===== src/rtl/snake_pkg.sv =====
// rtl/snake_pkg.sv - shared grid constants and food placer state encoding
package snake_pkg;

    localparam int GRID_BITS  = 3;
    localparam int GRID_CELLS = 64;

    typedef enum logic [1:0] {
        ST_IDLE    = 2'd0,
        ST_ADVANCE = 2'd1,
        ST_CHECK   = 2'd2,
        ST_SCAN    = 2'd3
    } place_state_t;

endpackage


===== src/rtl/food_placer.sv =====
// rtl/food_placer.sv - picks a free grid cell for food: random tries, then linear scan fallback
module food_placer
    import snake_pkg::*;
#(
    parameter int MAX_TRIES = 16
) (
    input  logic                 clk,
    input  logic                 reset,
    input  logic                 spawn_req,
    output logic                 lfsr_en,
    input  logic [GRID_BITS-1:0] rand_x,
    input  logic [GRID_BITS-1:0] rand_y,
    output logic [GRID_BITS-1:0] query_x,
    output logic [GRID_BITS-1:0] query_y,
    input  logic                 occupied,
    output logic [GRID_BITS-1:0] food_x,
    output logic [GRID_BITS-1:0] food_y,
    output logic                 food_valid,
    output logic                 busy,
    output logic                 spawn_done,
    output logic                 grid_full
);

    localparam logic [7:0] TRIES_LIM = 8'(MAX_TRIES);
    // Scan covers every cell except the rejected random one.
    localparam logic [5:0] SCAN_LAST = 6'(GRID_CELLS - 2);

    place_state_t         r_state;
    logic [7:0]           r_tries;
    logic [5:0]           r_scan_cnt;
    logic [GRID_BITS-1:0] r_scan_x;
    logic [GRID_BITS-1:0] r_scan_y;
    logic [GRID_BITS-1:0] r_food_x;
    logic [GRID_BITS-1:0] r_food_y;
    logic                 r_food_valid;
    logic                 r_spawn_done;
    logic                 r_grid_full;

    logic [GRID_BITS-1:0] w_query_x;
    logic [GRID_BITS-1:0] w_query_y;
    logic [GRID_BITS-1:0] w_succ_x;
    logic [GRID_BITS-1:0] w_succ_y;
    logic [7:0]           w_tries_next;

    always_comb begin
        w_query_x = '0;
        w_query_y = '0;
        if (r_state == ST_CHECK) begin
            w_query_x = rand_x;
            w_query_y = rand_y;
        end else if (r_state == ST_SCAN) begin
            w_query_x = r_scan_x;
            w_query_y = r_scan_y;
        end
    end

    // Row-major successor; 3-bit wrap turns (7,7) into (0,0).
    assign w_succ_x     = w_query_x + GRID_BITS'(1);
    assign w_succ_y     = (w_query_x == {GRID_BITS{1'b1}}) ? w_query_y + GRID_BITS'(1) : w_query_y;
    assign w_tries_next = r_tries + 8'd1;

    always_ff @(posedge clk or posedge reset) begin
        if (reset) begin
            r_state      <= ST_IDLE;
            r_tries      <= '0;
            r_scan_cnt   <= '0;
            r_scan_x     <= '0;
            r_scan_y     <= '0;
            r_food_x     <= '0;
            r_food_y     <= '0;
            r_food_valid <= 1'b0;
            r_spawn_done <= 1'b0;
            r_grid_full  <= 1'b0;
        end else begin
            r_spawn_done <= 1'b0;
            r_grid_full  <= 1'b0;
            case (r_state)
                ST_IDLE: begin
                    if (spawn_req) begin
                        r_state      <= ST_ADVANCE;
                        r_food_valid <= 1'b0;
                        r_tries      <= '0;
                    end
                end
                ST_ADVANCE: r_state <= ST_CHECK;
                ST_CHECK: begin
                    r_tries <= w_tries_next;
                    if (!occupied) begin
                        r_food_x     <= w_query_x;
                        r_food_y     <= w_query_y;
                        r_food_valid <= 1'b1;
                        r_spawn_done <= 1'b1;
                        r_state      <= ST_IDLE;
                    end else if (w_tries_next < TRIES_LIM) begin
                        r_state <= ST_ADVANCE;
                    end else begin
                        r_scan_x   <= w_succ_x;
                        r_scan_y   <= w_succ_y;
                        r_scan_cnt <= '0;
                        r_state    <= ST_SCAN;
                    end
                end
                ST_SCAN: begin
                    if (!occupied) begin
                        r_food_x     <= w_query_x;
                        r_food_y     <= w_query_y;
                        r_food_valid <= 1'b1;
                        r_spawn_done <= 1'b1;
                        r_state      <= ST_IDLE;
                    end else if (r_scan_cnt == SCAN_LAST) begin
                        r_grid_full <= 1'b1;
                        r_state     <= ST_IDLE;
                    end else begin
                        r_scan_x   <= w_succ_x;
                        r_scan_y   <= w_succ_y;
                        r_scan_cnt <= r_scan_cnt + 6'd1;
                    end
                end
                default: r_state <= ST_IDLE;
            endcase
        end
    end

    assign lfsr_en    = (r_state == ST_ADVANCE);
    assign busy       = (r_state != ST_IDLE);
    assign query_x    = w_query_x;
    assign query_y    = w_query_y;
    assign food_x     = r_food_x;
    assign food_y     = r_food_y;
    assign food_valid = r_food_valid;
    assign spawn_done = r_spawn_done;
    assign grid_full  = r_grid_full;

endmodule

===== config.mk =====
export PLATFORM = sky130hd
export DESIGN_NAME = food_placer
export DESIGN_NICKNAME = d
export VERILOG_FILES = /design/src/rtl/snake_pkg.sv /design/src/rtl/food_placer.sv
export SDC_FILE = /design/constraint.sdc
export NUM_CORES = 1
export LEC_CHECK = 0
export BUFFER_PORTS_ARGS = -buffer_cell sky130_fd_sc_hd__buf_2
export CORE_ASPECT_RATIO = 0.75
export CORE_MARGIN = 2
export CORE_UTILIZATION = 55
export DETAILED_ROUTE_END_ITERATION = 10
export PLACE_DENSITY = 0.78
export SYNTH_ARGS = -nofsm -noshare
export SYNTH_HDL_FRONTEND = slang
export SYNTH_SLANG_ARGS = --single-unit
export TNS_END_PERCENT = 10

===== constraint.sdc =====
create_clock -name clk -period 2.3 [get_ports clk]
set_input_delay 0.23 -clock clk [delete_from_list [all_inputs] [get_ports clk]]
set_output_delay 0.23 -clock clk [all_outputs]
set_load 0.1 [all_outputs]

==> metrics.md <==
| Metric | Value |
|---|---|
| Met2 GRT Util | 0.3878 |
| GR Util met1 | 0.3352 |
| Hold Path Class | in2async |
| Met3 usage in global routing | 0.06452 |
| DRT iter0 DRCs | 63 |
| Layout Nets | 230 |
| Status | complete, no violations |
| Fin. max-slew vios | 0 |
| Total gr overflow | 0 |
| DR WL/cell | 14.54 um |
| Via density | 5.672 |
| Synth Net Count | 200 |
| Synth Area per Inst | 9.357 sq um |
| CP Cell Sequence | buf_4, mux2_2, nand2_1, inv_1, buf_2 |
| Top delay family on crit path | buffers and inverters |
| Cell Area, Placed | 1901 sq um |
| Clock Tree Buf Depth | 2 |
| Pin slew with the least headroom to its limit | 0.5391 ns |
| Synth area leaders | dfrtp_1 (45%), nand2_1 (6.1%), mux2_2 (5.9%), ha_1 (4.4%), o21ai_0 (4.4%) |
| # clock sinks | 31 |
| CTS tree | yes |
| Antenna-violating nets left | 0 |
| Worst skew pair latency | 0.28 ns |
| Final hold viol count | 0 |
| Fmax | 482.3 MHz |
| H-tree Lvls | 2 |
| Non-Filler Instances | 253 |
| Critical-path top delay cell | dfrtp_1 |
| Relative slew slack | 0.6399 |
| Crit-path max FO | 10 |
| Number of port buffers | 26 |
| Layout cells sized above 1 | 0.2744 |
| Async SR Flop Fraction | 1.000 |
| Unrepaired setup endpoints after global routing | false |
| Initial antenna violation count | 0 |
| GRT Util Overall | 0.2505 |
| Rows | 17 |
| Initial core utilization | 0.5823 |
| Worst Setup Start Kind | flop |
| Clock Skew | 0.004553 ns |
| Die Span Y | 52.46 um |
| Placed Cells | 245 |
| Top FF cell, synth | dfrtp_1 |
| Seq cells post-synth | 31 |
| Most frequent cells in the layout | dfrtp_1 (31), nand2_1 (28), buf_2 (26) |
| Drt first pass iters | 4 |
| Ys Warns | 0 |
| Cts repair resizes | 0 |
| Die width | 68.61 um |
| CP Class | reg2out |
| CTS root buf | clkbuf_8 |
| Detailed Place HPWL | 2.710 mm |
| Final core utilization | 0.6767 |
| Setup bufs post-CTS | 0 |
| Largest net degree at the start of global routing | 32 |
| Die area | 3599 sq um |
| Min Hold Slack | 0.03554 ns |
| Synth cell types | 45 |
| Vias in the first global route | 1447 |
| Fin crit share | 0.9016 |
| Hold buffer count at cts | 0 |
| Placer Congestion | 0.8505 |
| Max cap viols | 0 |
| ANT cells | 0 |
| Core box area | 2957 sq um |
| Arrival time worst endpoint | 1.84 ns |
| Synthesized area | 1722 sq um |
| Post-Synthesis Cells | 184 |
| Final setup viols | 0 |
| Synth-to-layout area growth | 16.21% |
| Worst Path Required | 2.07 ns |
| Inserted Clock Buffers | 5 |
| Max incr delay on CP | 0.52 ns |
| Post-route DRC | 0 |
| Most common cell after layout, fill and taps aside | dfrtp_1 |
| Crit path capture type | primary output |
| Post-synth top area cell | dfrtp_1 |
| IO Count | 27 |
| Sequential share of the synthesized area | 0.4506 |
| GR peak layer | met2 |
| CP bufs+invs | 3 |
| First-pass GRT wire length | 6.479 mm |
| Finished Cell Area | 2001 sq um |
| Fin crit period | 2.074 ns |
| Routed wire length | 3.678 mm |
| Clk pin slew, worst setup/hold paths | 0.06 ns |
| Post-synth EDFFs | 0 |
| Via count | 1435 |
| Post-synth top area share | 0.4506 |
## final timing paths
kind	slack, ns	end	from	cells past startpoint
max	0.23	query_y[0]	r_state[0]	5
min	0.04	food_y[2]	reset	3
max reg2reg	0.26	r_scan_x[2]	r_scan_cnt[0]	6
min reg2reg	0.49	food_y[1]	food_y[1]	2
max in group asynchronous	1.97	food_valid	reset	3
min in group clk	0.16	food_valid	spawn_req	2
## final cells by class
type	instances	area, sq um
Sequential cell	31	775.7
Clock buffer	8	100.1
Tap cell	38	47.55
Fill cell	236	955.9
Multi-Input combinational cell	134	868.3
Timing Repair Buffer	31	167.7
Inverter	11	41.29
## tightest hold or removal path: cells and delay by family
| family | cells | cell delay (ns) |
|---|---|---|
| buf+inv | 3 | 0.50 |
## synth_stat cells (2+ instances only)
library cell,number
nor3_1,4
a31oi_1,2
a21oi_1,6
clkbuf_1,3
mux2_2,9
a21o_1,2
mux2i_1,6
nor2b_1,2
nand2_1,28
nand3_1,4
buf_4,3
o21ai_0,15
dfrtp_1,31
a221o_1,2
ha_1,6
nor2_1,19
or3_1,2
inv_1,11
buf_2,2
and3_1,2
## state kept, by name (all words and copies together), names as in the netlist, 2 cells and up
| name | cells |
|---|---|
| food_x | 3 |
| food_y | 3 |
| r_scan_cnt | 6 |
| r_scan_x | 3 |
| r_scan_y | 3 |
| r_state | 2 |
| r_tries | 8 |
## through the flow
stage | setup TNS, ns | setup WS, ns
final | 0 | 0.2264
after global routing | 0 | 0.08899
after CTS | 0 | 0.2146
after detailed placement | 0 | 0.2859
after global placement | 0 | 0.3683
after floorplan | -1.086 | -0.2659
## routing by layer
metal	up-vias	wire length, um
met5	-	0
met4	0	66
met3	10	132
met2	27	1600
met1	702	1879
li1	696	-
## cells by family (layout without fill, tap and decap cells)
family,after synthesis,in the layout,share of synthesized area
simple gates,72,72,0.2042
compound gates,39,39,0.1483
flops,31,31,0.4506
buf+inv,19,50,0.04942
mux,15,15,0.09375
fa+ha+maj,6,6,0.04360
xor+xnor,2,2,0.01018
Power is not shown: default switching activity piles up to over one toggle a cycle in this logic, so the estimate is an artifact.
